--- config.mk ---
export PLATFORM = sky130hd
export DESIGN_NAME = cycle_uart_in
export DESIGN_NICKNAME = d
export VERILOG_FILES = /design/src/rtl/uart_word_pkg.sv /design/src/rtl/uart_rx_byte.sv /design/src/rtl/cycle_uart_in.sv
export SDC_FILE = /design/constraint.sdc
export NUM_CORES = 2
export LEC_CHECK = 0
export CORE_UTILIZATION = 55
export CTS_CLUSTER_SIZE = 14
export DETAILED_ROUTE_END_ITERATION = 7
export PLACE_DENSITY = 0.71
export SYNTH_ARGS = -nofsm -noshare
export SYNTH_HDL_FRONTEND = slang
export SYNTH_SLANG_ARGS = --single-unit
export TNS_END_PERCENT = 5
--- constraint.sdc ---
create_clock -name clock -period 3.9 [get_ports clock]
set_input_delay 0.975 -clock clock [delete_from_list [all_inputs] [get_ports clock]]
set_output_delay 0.975 -clock clock [all_outputs]
set_load 0.1 [all_outputs]
--- src/rtl/uart_word_pkg.sv ---
// Shared types and helpers for the UART word receiver (cycle_uart_in and uart_rx_byte).
package uart_word_pkg;

  localparam int DEF_WORD_SIZE = 32;
  localparam int DEF_WORD_PART = 8;
  localparam int N_PARTS       = DEF_WORD_SIZE / DEF_WORD_PART;

  typedef enum logic [1:0] {
    IDLE  = 2'd0,
    START = 2'd1,
    DATA  = 2'd2,
    STOP  = 2'd3
  } rx_state_t;

  function automatic int clks_per_bit(input int clk_freq, input int baud);
    return clk_freq / baud;
  endfunction

endpackage

--- src/rtl/uart_rx_byte.sv ---
// UART byte receiver: 2-flop rx synchroniser, bit-timer (down-counter) and frame FSM.
//   state | meaning
//   IDLE  | line idle, waiting for a low level
//   START | timing to mid start bit; a high level there is a glitch
//   DATA  | sampling WORD_PART data bits LSB first, one per bit period
//   STOP  | sampling stop bit; after a bad stop, holds until the line is high
module uart_rx_byte
  import uart_word_pkg::*;
#(
  parameter int WORD_PART    = 8,
  parameter int CLKS_PER_BIT = 16
) (
  input  logic                 clock,
  input  logic                 rstn,
  input  logic                 rx,
  output logic [WORD_PART-1:0] rx_byte,
  output logic                 byte_valid,
  output logic                 frame_err
);

  localparam int TW = $clog2(CLKS_PER_BIT + 1);
  localparam int BW = (WORD_PART > 1) ? $clog2(WORD_PART) : 1;
  localparam logic [TW-1:0] FULL_BIT = TW'(CLKS_PER_BIT - 1);
  localparam logic [TW-1:0] HALF_BIT = TW'(CLKS_PER_BIT / 2 - 1);

  rx_state_t state_q, state_d;
  logic [TW-1:0] timer_q, timer_d;
  logic [BW-1:0] bit_q, bit_d;
  logic [WORD_PART-1:0] sr_q, sr_d;
  logic rx_meta_q, rx_sync_q;
  logic bad_q, bad_d;
  logic byte_valid_q, byte_valid_d;
  logic frame_err_q, frame_err_d;

  always_ff @(posedge clock or negedge rstn) begin
    if (!rstn) begin
      rx_meta_q    <= 1'b1;
      rx_sync_q    <= 1'b1;
      state_q      <= IDLE;
      timer_q      <= '0;
      bit_q        <= '0;
      sr_q         <= '0;
      bad_q        <= 1'b0;
      byte_valid_q <= 1'b0;
      frame_err_q  <= 1'b0;
    end else begin
      rx_meta_q    <= rx;
      rx_sync_q    <= rx_meta_q;
      state_q      <= state_d;
      timer_q      <= timer_d;
      bit_q        <= bit_d;
      sr_q         <= sr_d;
      bad_q        <= bad_d;
      byte_valid_q <= byte_valid_d;
      frame_err_q  <= frame_err_d;
    end
  end

  always_comb begin
    state_d      = state_q;
    timer_d      = (timer_q == '0) ? '0 : timer_q - TW'(1);
    bit_d        = bit_q;
    sr_d         = sr_q;
    bad_d        = bad_q;
    byte_valid_d = 1'b0;
    frame_err_d  = 1'b0;
    case (state_q)
      IDLE: begin
        if (!rx_sync_q) begin
          state_d = START;
          timer_d = HALF_BIT;
        end
      end
      START: begin
        if (timer_q == '0) begin
          if (!rx_sync_q) begin
            state_d = DATA;
            timer_d = FULL_BIT;
            bit_d   = '0;
          end else begin
            state_d = IDLE;
          end
        end
      end
      DATA: begin
        if (timer_q == '0) begin
          sr_d    = {rx_sync_q, sr_q[WORD_PART-1:1]};
          timer_d = FULL_BIT;
          if (bit_q == BW'(WORD_PART - 1)) state_d = STOP;
          else bit_d = bit_q + BW'(1);
        end
      end
      STOP: begin
        if (bad_q) begin
          if (rx_sync_q) begin
            bad_d   = 1'b0;
            state_d = IDLE;
          end
        end else if (timer_q == '0) begin
          if (rx_sync_q) begin
            byte_valid_d = 1'b1;
            state_d      = IDLE;
          end else begin
            frame_err_d = 1'b1;
            bad_d       = 1'b1;
          end
        end
      end
      default: state_d = IDLE;
    endcase
  end

  assign rx_byte    = sr_q;
  assign byte_valid = byte_valid_q;
  assign frame_err  = frame_err_q;

endmodule

--- src/rtl/cycle_uart_in.sv ---
// UART word receiver: joins bytes LSB-first into words and buffers them in a FWFT FIFO.
// Optional byte-gap timeout that drops stale partial words: WORD_TIMEOUT_EN.
module cycle_uart_in
  import uart_word_pkg::*;
#(
  parameter int WORD_SIZE = 32,
  parameter int WORD_PART = 8,
  parameter int MEM_SIZE  = 64,
  parameter int BAUD_RATE = 115200,
  parameter int CLK_FREQ  = 200_000_000
) (
  input  logic                 clock,
  input  logic                 rstn,
  input  logic                 rx,
  output logic [WORD_SIZE-1:0] data_out,
  output logic                 valid_out,
  input  logic                 ready_in,
  output logic                 full,
  output logic                 empty,
  output logic                 overflow,
  output logic                 frame_err
);

  localparam int CPB = clks_per_bit(CLK_FREQ, BAUD_RATE);
  localparam int N   = WORD_SIZE / WORD_PART;
  localparam int CW  = (N > 1) ? $clog2(N) : 1;
  localparam int AW  = $clog2(MEM_SIZE);

  logic [WORD_PART-1:0] rx_byte;
  logic byte_valid, rx_frame_err;

  uart_rx_byte #(.WORD_PART(WORD_PART), .CLKS_PER_BIT(CPB)) u_rx (
    .clock      (clock),
    .rstn       (rstn),
    .rx         (rx),
    .rx_byte    (rx_byte),
    .byte_valid (byte_valid),
    .frame_err  (rx_frame_err)
  );

  logic [CW-1:0] cnt_q, cnt_d;
  logic [WORD_SIZE-1:0] part_q, part_d, push_word;
  logic push_req, do_push, do_pop;
  logic [WORD_SIZE-1:0] mem_q [MEM_SIZE];
  logic [AW-1:0] rd_q, rd_d, wr_q, wr_d;
  logic [AW:0] count_q, count_d;
  logic [WORD_SIZE-1:0] data_out_q, data_out_d;
  logic valid_q, valid_d, full_q, full_d, empty_q, empty_d, ovf_q, ovf_d;

`ifdef WORD_TIMEOUT_EN
  localparam int GAP = 2 * (WORD_PART + 2) * CPB;
  localparam int GW  = $clog2(GAP + 1);
  logic [GW-1:0] gap_q, gap_d;
  logic to_err_q, to_err_d;

  always_ff @(posedge clock or negedge rstn) begin
    if (!rstn) begin
      gap_q    <= GW'(GAP - 1);
      to_err_q <= 1'b0;
    end else begin
      gap_q    <= gap_d;
      to_err_q <= to_err_d;
    end
  end

  assign frame_err = rx_frame_err | to_err_q;
`else
  assign frame_err = rx_frame_err;
`endif

  always_comb begin
    part_d   = part_q;
    cnt_d    = cnt_q;
    push_req = 1'b0;
    if (byte_valid) begin
      for (int k = 0; k < N; k++)
        if (cnt_q == CW'(k)) part_d[k*WORD_PART +: WORD_PART] = rx_byte;
      if (cnt_q == CW'(N - 1)) begin
        push_req = 1'b1;
        cnt_d    = '0;
      end else begin
        cnt_d = cnt_q + CW'(1);
      end
    end
    push_word = part_d;
`ifdef WORD_TIMEOUT_EN
    to_err_d = 1'b0;
    if (byte_valid || cnt_q == '0) gap_d = GW'(GAP - 1);
    else gap_d = (gap_q == '0) ? '0 : gap_q - GW'(1);
    // Gap expired with a partial word: restart alignment from byte 0.
    if (!byte_valid && cnt_q != '0 && gap_q == '0) begin
      cnt_d    = '0;
      to_err_d = 1'b1;
    end
`endif
  end

  always_comb begin
    do_pop  = valid_q && ready_in;
    do_push = push_req && (!full_q || do_pop);
    ovf_d   = ovf_q | (push_req && full_q && !do_pop);
    rd_d    = rd_q + AW'(do_pop);
    wr_d    = wr_q + AW'(do_push);
    count_d = count_q;
    if (do_push && !do_pop) count_d = count_q + (AW+1)'(1);
    else if (do_pop && !do_push) count_d = count_q - (AW+1)'(1);
    // Head after this edge is the incoming word when it lands at the new read slot.
    data_out_d = data_out_q;
    if (count_d != '0) begin
      if (do_push && wr_q == rd_d) data_out_d = push_word;
      else data_out_d = mem_q[rd_d];
    end
    valid_d = (count_d != '0);
    full_d  = (count_d == (AW+1)'(MEM_SIZE));
    empty_d = (count_d == '0);
  end

  always_ff @(posedge clock) begin
    if (do_push) mem_q[wr_q] <= push_word;
  end

  always_ff @(posedge clock or negedge rstn) begin
    if (!rstn) begin
      cnt_q      <= '0;
      part_q     <= '0;
      rd_q       <= '0;
      wr_q       <= '0;
      count_q    <= '0;
      data_out_q <= '0;
      valid_q    <= 1'b0;
      full_q     <= 1'b0;
      empty_q    <= 1'b1;
      ovf_q      <= 1'b0;
    end else begin
      cnt_q      <= cnt_d;
      part_q     <= part_d;
      rd_q       <= rd_d;
      wr_q       <= wr_d;
      count_q    <= count_d;
      data_out_q <= data_out_d;
      valid_q    <= valid_d;
      full_q     <= full_d;
      empty_q    <= empty_d;
      ovf_q      <= ovf_d;
    end
  end

  assign data_out  = data_out_q;
  assign valid_out = valid_q;
  assign full      = full_q;
  assign empty     = empty_q;
  assign overflow  = ovf_q;

endmodule

==> run summary <==
* count of nets after finishing: 4583
* dominant combinational cell family by area after synthesis: multiplexers
* width of the chip: 391 µm
* capturing instance or port of the critical path: data_out[6]
* via count of the first global-routing pass: 44.1k
* synthesized-area fraction occupied by adder cells: 0.00210
* worst flop-to-flop path endpoint: data_out[6]
* sequential share of the synthesized area: 0.773
* complex-gate fraction of the synthesized area: 0.0215
* most common library cell in the layout ignoring fill and taps: sky130_fd_sc_hd__edfxtp_1
* effective utilization at floorplan: 0.556
* synthesized area per cell: 20.6 µm²
* portion of synthesized cell area occupied by the leading cell type: 0.737
* cell area power density: 596 nW/µm²
* number of core rows: 142
* final hold violation count: 0
* delay of the slowest critical-path stage: 0.79 ns
* run status: completed
* Worst EP arrival: 4.54 ns
* startpoint class of the critical path: input port
* Slew HR: 0.171
* final max-slew violation count: 0
* overall overflow remaining after global route: 0
* area of the mapped netlist: 83400 µm²
* placed inst area: 91900 µm²
* DRT antenna net count: 0
* Critical Path, Cell by Cell: clkdlybuf4s50_1, nand2_2, inv_2, ha_4, ha_4, buf_12, buf_4, buf_12, mux4_2, nand2_1, a21oi_1, nor4_1, a2bb2oi_1, mux2_4
* average detailed-routed wire length per instance: 32.2 µm
* DP Wirelength: 131000 µm
* via count of the routed design: 43.7k
* final count of negative-setup-slack endpoints: 0
* Post-Place Cells: 6373
* post-layout min period: 3.81 ns
* start-to-end type of the worst setup path: input port to flip-flop
* largest vdd supply drop: 557 µV
* Root Buffer: sky130_fd_sc_hd__clkbuf_16
* Setup Fix Bufs, Post-CTS: 0
* CP Capture Type: flip-flop
* setup TNS after final layout: 0 ns
* EDFF count, synth: 2048
* instance count of the mapped netlist: 4054
* Finished Layout Cells: 6756
* total iterations of the first detailed-routing run: 5
* clock tree from TritonCTS: built
* share of the cycle needed by the critical path after routing: 0.977
* leading register cell type out of synthesis: sky130_fd_sc_hd__edfxtp_1
* RSZ-0062 raised after global routing: yes
* most frequent cells in the layout: sky130_fd_sc_hd__edfxtp_1, sky130_fd_sc_hd__mux4_2, sky130_fd_sc_hd__nand2_1, sky130_fd_sc_hd__buf_4, sky130_fd_sc_hd__clkbuf_16
* number of buffers added by the clock tree synthesis step: 206
* FF-to-FF path depth: 13
* routed via count divided by cell count: 6.47
* number of top-level design ports: 41
* kind of cell adding the most delay to the critical path: buffers and inverters
* Worst EP required: 4.62 ns
* Resize count post-CTS: 4
* cell with the largest stage delay on the worst path: sky130_fd_sc_hd__nor4_1
* r2r setup slk: 0.23 ns
* dominant cells by area after synthesis: sky130_fd_sc_hd__edfxtp_1, sky130_fd_sc_hd__mux4_2, sky130_fd_sc_hd__dfrtp_1, sky130_fd_sc_hd__nand2_1, sky130_fd_sc_hd__a21oi_1
* simple logic cell fraction of the synthesized area: 0.0347
* f_max: 262 MHz
* htree depth: 4
* number of library cell types mapped by synthesis: 60
* yosys synthesis warning count: 0
* core area: 150000 µm²
* minimum hold slack: 0.128 ns
* clock slew seen by the registers of the worst setup and hold paths: 0.06 ns
* total routed wirelength: 218000 µm
* Seq cells post-synth: 2166
* die span in y: 391 µm
* leakage power: 0.0371 µW
* sink count of the clock tree: 2166
* critical path depth in cells: 14
* ratio of cells with drive above 1 in the final layout: 0.307
* Setup Skew: 0.0518 ns
* measured slew at the worst slew-check pin: 1.24 ns
* floorplan die area: 153000 µm²
* total nets after synthesis: 4072
* number of hold buffers added after cts: 0
* GPL Wtd Cong: 0.831
* overall global routing resource usage: 0.289
* initial DRC count: 6062
* final design area excluding fillers: 98600 µm²
* # DRC: 0
* cell type with the largest total area after synthesis: sky130_fd_sc_hd__edfxtp_1
* synthesized-area fraction occupied by xor and xnor cells: 0.00307
* share of synthesized flip-flops with an asynchronous set or reset: 0.0545
* path type of the worst min-delay path: input port to asynchronous set/reset pin
* Worst Setup SP: ready_in
* largest net degree at the start of global routing: 52
* number of buffers and inverters on the critical path: 5
* # Max-Cap Violations: 0
* final core occ: 0.657
* layout-stage area growth over the synthesis result: 18.2%
* CP Max Fanout: 26
* CTS Buffer Depth: 3
* mux cell area share after synthesis: 0.155
* number of buffers added on ports: 40
* global-route wire length before repair: 311000 µm
* insertion delay of the later-clocked pin in the worst-skew pair: 0.86 ns
* initial antenna violation count: 9
* source of the worst register-to-register timing path: valid_out
[Yosys cell counts, drive strengths merged (10+ instances only)]
cell,count
mux4,512
nor3,23
a2bb2oi,24
a21oi,200
nor4,60
xnor2,15
inv,14
o22ai,33
nand2,437
a22o,10
buf,105
nor2,95
clkbuf,111
nand3,20
mux2i,65
o21ai,15
dfrtp,115
edfxtp,2048
mux2,56
ha,14
[layer usage]
layer  vias to the layer above  GRT usage  wire, µm  share of wire
met1                     22900      0.403     80600           0.37
li1                      17600          -         -              -
met2                      2791      0.454    103000           0.47
met3                       371     0.0689     26700           0.12
met5                         -          0         0              0
met4                         0     0.0975      7410          0.034
[worst reg2reg max path, delay by kind of cell, from the launching register on]
kind,cells,cell delay [ns]
AND/OR/NAND/NOR,3,0.99
buffers and inverters,4,0.80
multiplexers,2,0.62
adder cells (fa/ha/maj),2,0.49
flip-flops,1,0.42
AO/OA/AOI/OAI,2,0.22
[cell families after synthesis]
logic type | count (synthesis)
fa+ha+maj | 14
mux | 633
xor+xnor | 26
buf+inv | 230
compound gates | 307
simple gates | 678
flops | 2166
[where the power goes]
group | internal (µW) | switching (µW) | total (µW)
Clock | 11100 | 8590 | 19600
Combinational | 6350 | 7480 | 13800
Sequential | 25100 | 113 | 25200
[worst min path at each step]
stage | startpoint | endpoint | slack [ns] | cells past startpoint
after global placement | u_rx.rx_meta_q | u_rx.rx_sync_q | 0.35 | 0
after detailed placement | u_rx.rx_meta_q | u_rx.rx_sync_q | 0.35 | 0
final | rstn | asynchronous set/reset pin | 0.13 | 1
after floorplan | u_rx.rx_meta_q | u_rx.rx_sync_q | 0.35 | 0
after CTS | rstn | asynchronous set/reset pin | 0.11 | 1
after global routing | rstn | u_rx.state_q[0] | 0.17 | 1
[registers in the layout, summed over array words and instances, names as in the netlist, named ones only]
signal	cells
overflow	1
wr_q	6
rd_q	6
cnt_q	2
u_rx.bit_q	3
full	1
count_q	7
u_rx.timer_q	11
u_rx.frame_err	1
data_out	32
u_rx.bad_q	1
part_q	32
valid_out	1
u_rx.state_q	1
mem_q	2048
u_rx.rx_meta_q	1
u_rx.byte_valid	1
empty	1
u_rx.rx_sync_q	1
u_rx.rx_byte	8
[through the flow]
step | power (µW) | worst slack [ns]
floorplan | 33000 | 0.0907
global placement | 39500 | -0.979
detailed placement | 39600 | -1.02
CTS | 58900 | 0.0615
global route | 60300 | 0.000385
finish | 58700 | 0.0878
[final cells by class]
| class | count | area [µm²] |
|---|---|---|
| sequential | 2166 | 64500 |
| fill | 9368 | 51500 |
| multi-input combinational | 1658 | 18700 |
| timing repair buffer | 519 | 6200 |
| clock buffer | 263 | 5460 |
| tap | 2016 | 2520 |
| clock inverter | 119 | 1190 |
| inverter | 14 | 60.1 |
| antenna | 1 | 2.50 |
(Power assumes the default switching activity.)
